`config.mk`:
```
export PLATFORM = sky130hd
export DESIGN_NAME = instruction_fetch_stage_flat
export DESIGN_NICKNAME = d
export VERILOG_FILES = /design/src/rtl/instruction_fetch_stage_if.sv /design/src/rtl/instruction_fetch_stage.sv /design/src/flat_wrapper.sv
export SDC_FILE = /design/constraint.sdc
export NUM_CORES = 1
export LEC_CHECK = 0
export ABC_AREA = 1
export ABC_CLOCK_PERIOD_IN_PS = 13900
export CAP_MARGIN = 20
export CORE_MARGIN = 3
export CORE_UTILIZATION = 55
export DETAILED_ROUTE_END_ITERATION = 10
export PLACE_DENSITY = 0.87
export SETUP_SLACK_MARGIN = 0.05
export SKIP_CTS_REPAIR_TIMING = 1
export SLEW_MARGIN = 30
export SYNTH_ARGS = -nofsm -noshare
export SYNTH_HDL_FRONTEND = slang
export SYNTH_SLANG_ARGS = --single-unit
export TNS_END_PERCENT = 20
```
`constraint.sdc`:
```
create_clock -name clk -period 13.9 [get_ports clk]
set_input_delay 4.17 -clock clk [delete_from_list [all_inputs] [get_ports clk]]
set_output_delay 4.17 -clock clk [all_outputs]
set_load 0.02 [all_outputs]
```
`src/rtl/instruction_fetch_stage_if.sv`:
```
// Fetch-stage bus: stall/branch control in, instruction memory port, IF/ID slot out.
// The master modport belongs to the fetch stage; the slave side is the pipeline and memory environment.
interface instruction_fetch_stage_if;
  logic        stall;
  logic        branchTaken;
  logic [31:0] branchTarget;
  logic [31:0] imemAddr;
  logic        imemEn;
  logic [31:0] imemData;
  logic [31:0] instructionOUT;
  logic [31:0] pcValOUT;
  logic        noopOUT;

  modport master (
    input  stall,
    input  branchTaken,
    input  branchTarget,
    input  imemData,
    output imemAddr,
    output imemEn,
    output instructionOUT,
    output pcValOUT,
    output noopOUT
  );

  modport slave (
    output stall,
    output branchTaken,
    output branchTarget,
    output imemData,
    input  imemAddr,
    input  imemEn,
    input  instructionOUT,
    input  pcValOUT,
    input  noopOUT
  );
endinterface

```
`src/rtl/instruction_fetch_stage.sv`:
```
// ARM fetch stage: owns the PC, one fetch per cycle from a 1-cycle-latency memory; first word 2 cycles after reset.
// Stall freezes the slot (skid register keeps the word); a branch wins over stall and costs one bubble.
module instruction_fetch_stage #(
  parameter logic [31:0] RESET_PC       = 32'h0000_0000,
  parameter logic [31:0] PC_READ_OFFSET = 32'd8
) (
  input logic                       clk,
  input logic                       reset,
  instruction_fetch_stage_if.master bus
);

  typedef struct packed {
    logic [31:0] instr;
    logic [31:0] pc;
  } slot_t;

  logic [31:0] fetch_pc;
  logic [31:0] resp_pc;
  logic        resp_valid;
  logic        hold_valid;
  slot_t       hold;

  logic [31:0] issue_addr;
  logic        issue;
  logic        noop;
  slot_t       out_slot;
  logic        unused_tgt_lsb;

  assign unused_tgt_lsb = ^bus.branchTarget[1:0];

  always_comb begin
    issue_addr = fetch_pc;
    if (bus.branchTaken) begin
      issue_addr = {bus.branchTarget[31:2], 2'b00};
    end
    issue = ~reset & (bus.branchTaken | ~bus.stall);
  end

  assign bus.imemAddr = issue_addr;
  assign bus.imemEn   = issue;

  // The skid slot takes priority: while it is full the memory data bus is stale.
  always_comb begin
    out_slot = hold_valid ? hold : slot_t'{instr: bus.imemData, pc: resp_pc};
    noop     = reset | bus.branchTaken | ~(hold_valid | resp_valid);
    bus.noopOUT        = noop;
    bus.instructionOUT = 32'd0;
    bus.pcValOUT       = 32'd0;
    if (!noop) begin
      bus.instructionOUT = out_slot.instr;
      bus.pcValOUT       = out_slot.pc + PC_READ_OFFSET;
    end
  end

  always_ff @(posedge clk) begin
    if (reset) begin
      fetch_pc   <= RESET_PC;
      resp_valid <= 1'b0;
    end else if (issue) begin
      fetch_pc   <= issue_addr + 32'd4;
      resp_pc    <= issue_addr;
      resp_valid <= 1'b1;
    end
  end

  // Capture only on the first stalled cycle; the release cycle still drains from here.
  always_ff @(posedge clk) begin
    if (reset) begin
      hold_valid <= 1'b0;
    end else if (bus.branchTaken) begin
      hold_valid <= 1'b0;
    end else if (bus.stall) begin
      if (!hold_valid && resp_valid) begin
        hold       <= slot_t'{instr: bus.imemData, pc: resp_pc};
        hold_valid <= 1'b1;
      end
    end else begin
      hold_valid <= 1'b0;
    end
  end

endmodule

```
`src/flat_wrapper.sv`:
```
// flat-port wrapper written by rule: the top's interface ports become plain ports
module instruction_fetch_stage_flat 
#(
  parameter logic [31:0] RESET_PC       = 32'h0000_0000,
  parameter logic [31:0] PC_READ_OFFSET = 32'd8
)
  (clk, reset, bus_stall, bus_branchTaken, bus_branchTarget, bus_imemData, bus_imemAddr, bus_imemEn, bus_instructionOUT, bus_pcValOUT, bus_noopOUT);
  instruction_fetch_stage_if bus_i ();
  input logic clk;
  input logic reset;
  input wire logic [$bits(bus_i.stall)-1:0] bus_stall;
  input wire logic [$bits(bus_i.branchTaken)-1:0] bus_branchTaken;
  input wire logic [$bits(bus_i.branchTarget)-1:0] bus_branchTarget;
  input wire logic [$bits(bus_i.imemData)-1:0] bus_imemData;
  output wire logic [$bits(bus_i.imemAddr)-1:0] bus_imemAddr;
  output wire logic [$bits(bus_i.imemEn)-1:0] bus_imemEn;
  output wire logic [$bits(bus_i.instructionOUT)-1:0] bus_instructionOUT;
  output wire logic [$bits(bus_i.pcValOUT)-1:0] bus_pcValOUT;
  output wire logic [$bits(bus_i.noopOUT)-1:0] bus_noopOUT;
  assign bus_i.stall = bus_stall;
  assign bus_i.branchTaken = bus_branchTaken;
  assign bus_i.branchTarget = bus_branchTarget;
  assign bus_i.imemData = bus_imemData;
  assign bus_imemAddr = bus_i.imemAddr;
  assign bus_imemEn = bus_i.imemEn;
  assign bus_instructionOUT = bus_i.instructionOUT;
  assign bus_pcValOUT = bus_i.pcValOUT;
  assign bus_noopOUT = bus_i.noopOUT;
  instruction_fetch_stage #(.RESET_PC(RESET_PC), .PC_READ_OFFSET(PC_READ_OFFSET)) u_core (.clk(clk), .reset(reset), .bus(bus_i));
endmodule
```
==> results.txt <==
----------------------------------------------------
[Yosys]
  Distinct cell type count of the synthesized netlist ... 35
  Synthesized area ... roughly 7200 sq um
  Sequential area share after synthesis ... about 50%
  Synth Warn # ... 0
  Gate count after technology mapping ... 970
  FF+latch count, synth ... 130
  Synthesized net count ... ~1000
  Average cell area after synthesis ... approximately 7.5 sq um

[Global route]
  Initial antenna violation count ... 0
  Maximum number of pins on one net before global-route repair ... 68
  Wire length of the first global-routing pass ... between 30000 and 40000 microns
  GR Util All Layers ... 29.2%
  Number of global-route vias before repair ... 6941
  Congestion Overflow GR ... 0

[Timing]
  Period minus WS final ... 11940 ps
  Setup violation total in the final timing report ... 0
  Share of the clock period used by the worst path ... a little under nine tenths
  Accumulated negative setup slack ... 0 ps
  Final hold slack ... 446 ps
  Unrepaired setup endpoints after global routing ... false
  Number of max-slew violations in the final report ... 0
  Actual transition at the worst max-transition pin ... around 1000 ps
  Worst setup skew after layout ... roughly 8.7 ps
  Final hold violation count ... 0
  Highest attainable clock frequency ... about 0.084 GHz
  Worst-case headroom to the max-slew limit ... between 30% and 40%

[Die]
  Number of top-level pins ... between 150 and 200
  Std cell rows ... approximately 40
  Die Outline Area ... approximately 15000 sq um
  Initial cell density of the core ... a little under three fifths
  Horiz. Die Dim ... between 100 and 150 microns
  Die height ... 121 microns
  Core box area ... around 13000 sq um

[Job]
  Reported max-cap violation count ... 0

[Worst setup path]
  Highest fanout seen on the critical path ... 50
  Arrival @ worst endpoint ... 7770 ps
  Peak per-stage delay on the critical path ... 820 ps
  Endpoint type of the worst setup path ... output port
  Kind of cell adding the most delay to the critical path ... buffers and inverters
  CP Cell Sequence ... clkdlybuf4s50_1 -> inv_2 -> nand2_1 -> nand2_2 -> clkinv_2 -> clkdlybuf4s50_1
  Type of the worst setup path ... in2out
  Most Frequent Cell on Critical Path ... sky130_fd_sc_hd__clkdlybuf4s50_1
  Buffer and inverter count on the worst path ... 4
  Crit path max-delay cell type ... sky130_fd_sc_hd__clkdlybuf4s50_1
  Critical Path Start Type ... primary input
  Required time of the critical path ... 9730 ps

[Routing]
  Detailed Routing Iterations Pass 1 ... 5
  Detailed router's first-iteration violation count ... roughly 560
  Mean number of vias per cell ... ~5.3
  Antenna violation net count after detailed routing ... 0
  Via Count ... approximately 7000
  Total routed wirelength ... slightly above 20000 microns
  Routed wirelength normalized by instance count ... roughly 16 microns
  Post-detailed-route DRC marker count ... 0

[Outcome]
  Run status ... finished, final reports clean

[Pwr]
  Sw Ratio ... roughly a quarter
  Sequential share of power ... between 40 and 50%
  Part of the power in the clock network ... about 44%
  Maximum vdd ir drop ... approximately 86 uV
  Gate power share ... between 10% and 20%
  Pint ... a little over 800 uW
  Leakage ... about 0.0039 uW
  Cell Pwr Density ... around 110 nW/um^2
  Switching pwr ... about 280 uW

[Clocking]
  Root buffer selected by CTS ... sky130_fd_sc_hd__clkbuf_16
  CTS tree ... done
  Source-to-sink clock delay at the later pin of the worst-skew pair ... between 400 and 500 ps
  Clock transition at path regs ... around 50 ps
  Number of buffers inserted during clock tree synthesis ... 17
  Clk buf depth ... 2
  H-tree depth ... 4
  Number of sinks driven by the clock tree ... between 100 and 150

[Finish]
  Area growth from synthesis to final layout ... 32.2%
  Number of nets in the layout ... around 1200
  Ant diodes ... 0
  Share of final-layout standard cells stronger than drive strength 1 ... between 7 and 8%

[Place]
  Routability congestion estimate ... between 0.9 and 1
  Post-detail-place hpwl ... ~14000 microns
  Number of buffers added on ports ... around 160

[Hold path]
  Hold crit path type ... reg2reg

----------------------------------------------------
[logic make-up (layout without fill, tap and decap cells)]
group                      after synthesis  in the layout  share of synthesized area [%]
and+or+nand+nor                        584            584                           32.9
xor gates and xnor gates                 9              9                           1.09
adders and majority gates                2              2                          0.345
muxes                                    1              1                          0.138
DFF                                    130            130                           49.2
buffers and inverters                  119            286                           7.08
AOI/OAI and AO/OA                      125            125                           9.25
[power by group through the flow]
stage	Clock [uW]	Sequential, uW	Combinational [uW]
finish	478	447	171
global route	500	449	187
CTS	482	447	170
detailed placement	0	454	167
global placement	0	453	164
floorplan	0	452	97.8
[cell usage in the layout, fill, tap and decap left out, drive strengths merged]
cell and n:
nand2 395, clkdlybuf4s50 163, nor2 128, edfxtp 96
inv 87, o21ai 65, a21oi 56, nand3 40
dfxtp 34, clkbuf 20, xor2 7, clkinv 7
and2 6, nand4 5, bufinv 4, buf 4
nor3 4, or2 3, nand3b 2, xnor2 2
ha 2, o21a 1, a211oi 1, mux2i 1
o21bai 1, nor3b 1, a22o 1, clkinvlp 1
[final timing paths]
path | cells after the start | slack, ps | from | to
worst max-delay path | 6 | 1960 | bus_branchTaken | bus_imemEn
worst min-delay path | 2 | 450 | u_core.fetch_pc[0] | u_core.fetch_pc[0]
worst min register to register | 2 | 450 | u_core.fetch_pc[0] | u_core.fetch_pc[0]
worst max register to register | 10 | 11760 | u_core.fetch_pc[2] | u_core.fetch_pc[20]
[metal layers]
| layer | GRT usage [%] | wire (microns) | share of wire (%) | vias to the layer above |
|---|---|---|---|---|
| li1 | - | - | - | 3429 |
| met4 | 16.4 | 838 | 4.1 | 0 |
| met5 | 0 | 0 | 0 | - |
| met3 | 6.36 | 1450 | 7.1 | 67 |
| met1 | 36.7 | 8450 | 41 | 3120 |
| met2 | 46.7 | 9730 | 48 | 343 |
[sequential cells by signal, summed over array words and instances, names as in the netlist]
signal	flops
u_core.hold	64
u_core.fetch_pc	32
u_core.resp_pc	32
u_core.hold_valid	1
u_core.resp_valid	1
[cell usage after synthesis]
master,number,area share [%]
sky130_fd_sc_hd__clkbuf_1,15,0.78
sky130_fd_sc_hd__nand4_1,5,0.43
sky130_fd_sc_hd__edfxtp_1,96,40
sky130_fd_sc_hd__nand2_1,385,20
sky130_fd_sc_hd__mux2i_1,1,0.14
sky130_fd_sc_hd__o21a_1,1,0.10
sky130_fd_sc_hd__nand3_1,40,2.8
sky130_fd_sc_hd__a21oi_1,55,3.8
sky130_fd_sc_hd__inv_2,8,0.41
sky130_fd_sc_hd__xor2_1,7,0.85
sky130_fd_sc_hd__buf_4,8,0.83
sky130_fd_sc_hd__clkinv_1,1,0.052
sky130_fd_sc_hd__o21ai_2,8,0.97
sky130_fd_sc_hd__and2_1,6,0.52
sky130_fd_sc_hd__nand2_4,1,0.16
sky130_fd_sc_hd__nor2_1,113,5.9
sky130_fd_sc_hd__nor3b_1,1,0.10
sky130_fd_sc_hd__a21oi_2,1,0.12
sky130_fd_sc_hd__o21bai_1,1,0.10
sky130_fd_sc_hd__ha_1,2,0.35
sky130_fd_sc_hd__nand2_2,9,0.78
sky130_fd_sc_hd__nand3b_1,2,0.21
sky130_fd_sc_hd__o21ai_0,41,2.8
sky130_fd_sc_hd__buf_2,5,0.35
sky130_fd_sc_hd__o21ai_1,16,1.1
sky130_fd_sc_hd__nor2_2,10,0.86
sky130_fd_sc_hd__inv_1,78,4.0
sky130_fd_sc_hd__dfxtp_1,34,9.4
sky130_fd_sc_hd__nor3_1,4,0.28
sky130_fd_sc_hd__buf_6,4,0.62
sky130_fd_sc_hd__a211oi_1,1,0.10
sky130_fd_sc_hd__nor2_4,5,0.78
sky130_fd_sc_hd__xnor2_1,2,0.24
sky130_fd_sc_hd__or2_2,3,0.26
sky130_fd_sc_hd__a22o_1,1,0.12
[final cells by class]
cell class,instances,area (sq um)
Tap cell,172,215
Fill cell,902,3190
Inverter,87,328
Multi-Input combinational cell,721,3180
Clock buffer,20,457
Clock inverter,12,178
Sequential cell,130,3560
Timing Repair Buffer,167,1660
[worst reg2reg max path: stages, from the launching register on]
cell	delay, ps
sky130_fd_sc_hd__dfxtp_1	330
sky130_fd_sc_hd__o21ai_0	190
sky130_fd_sc_hd__inv_1	270
sky130_fd_sc_hd__ha_1	230
sky130_fd_sc_hd__nand2_1	90
sky130_fd_sc_hd__nor2_1	140
sky130_fd_sc_hd__nand2_1	170
sky130_fd_sc_hd__nor2_2	230
sky130_fd_sc_hd__nand4_1	170
sky130_fd_sc_hd__nand3_1	130
sky130_fd_sc_hd__nand2_1	70
[per-stage QoR]
step | total power, uW | cell area [sq um] | worst slack [ps] | instances | util (%)
after global routing | 1140 | 9580 | 1690 | 1309 | 75.0
final | 1100 | 9580 | 1960 | 1309 | 75.0
after global placement | 617 | 8950 | 1980 | 1277 | 70.0
after CTS | 1100 | 9580 | 1960 | 1309 | 75.0
after floorplan | 550 | 7250 | 4180 | 970 | -
after detailed placement | 621 | 8950 | 1970 | 1277 | 70.0
Note: power is estimated with default switching activity, not from simulation.
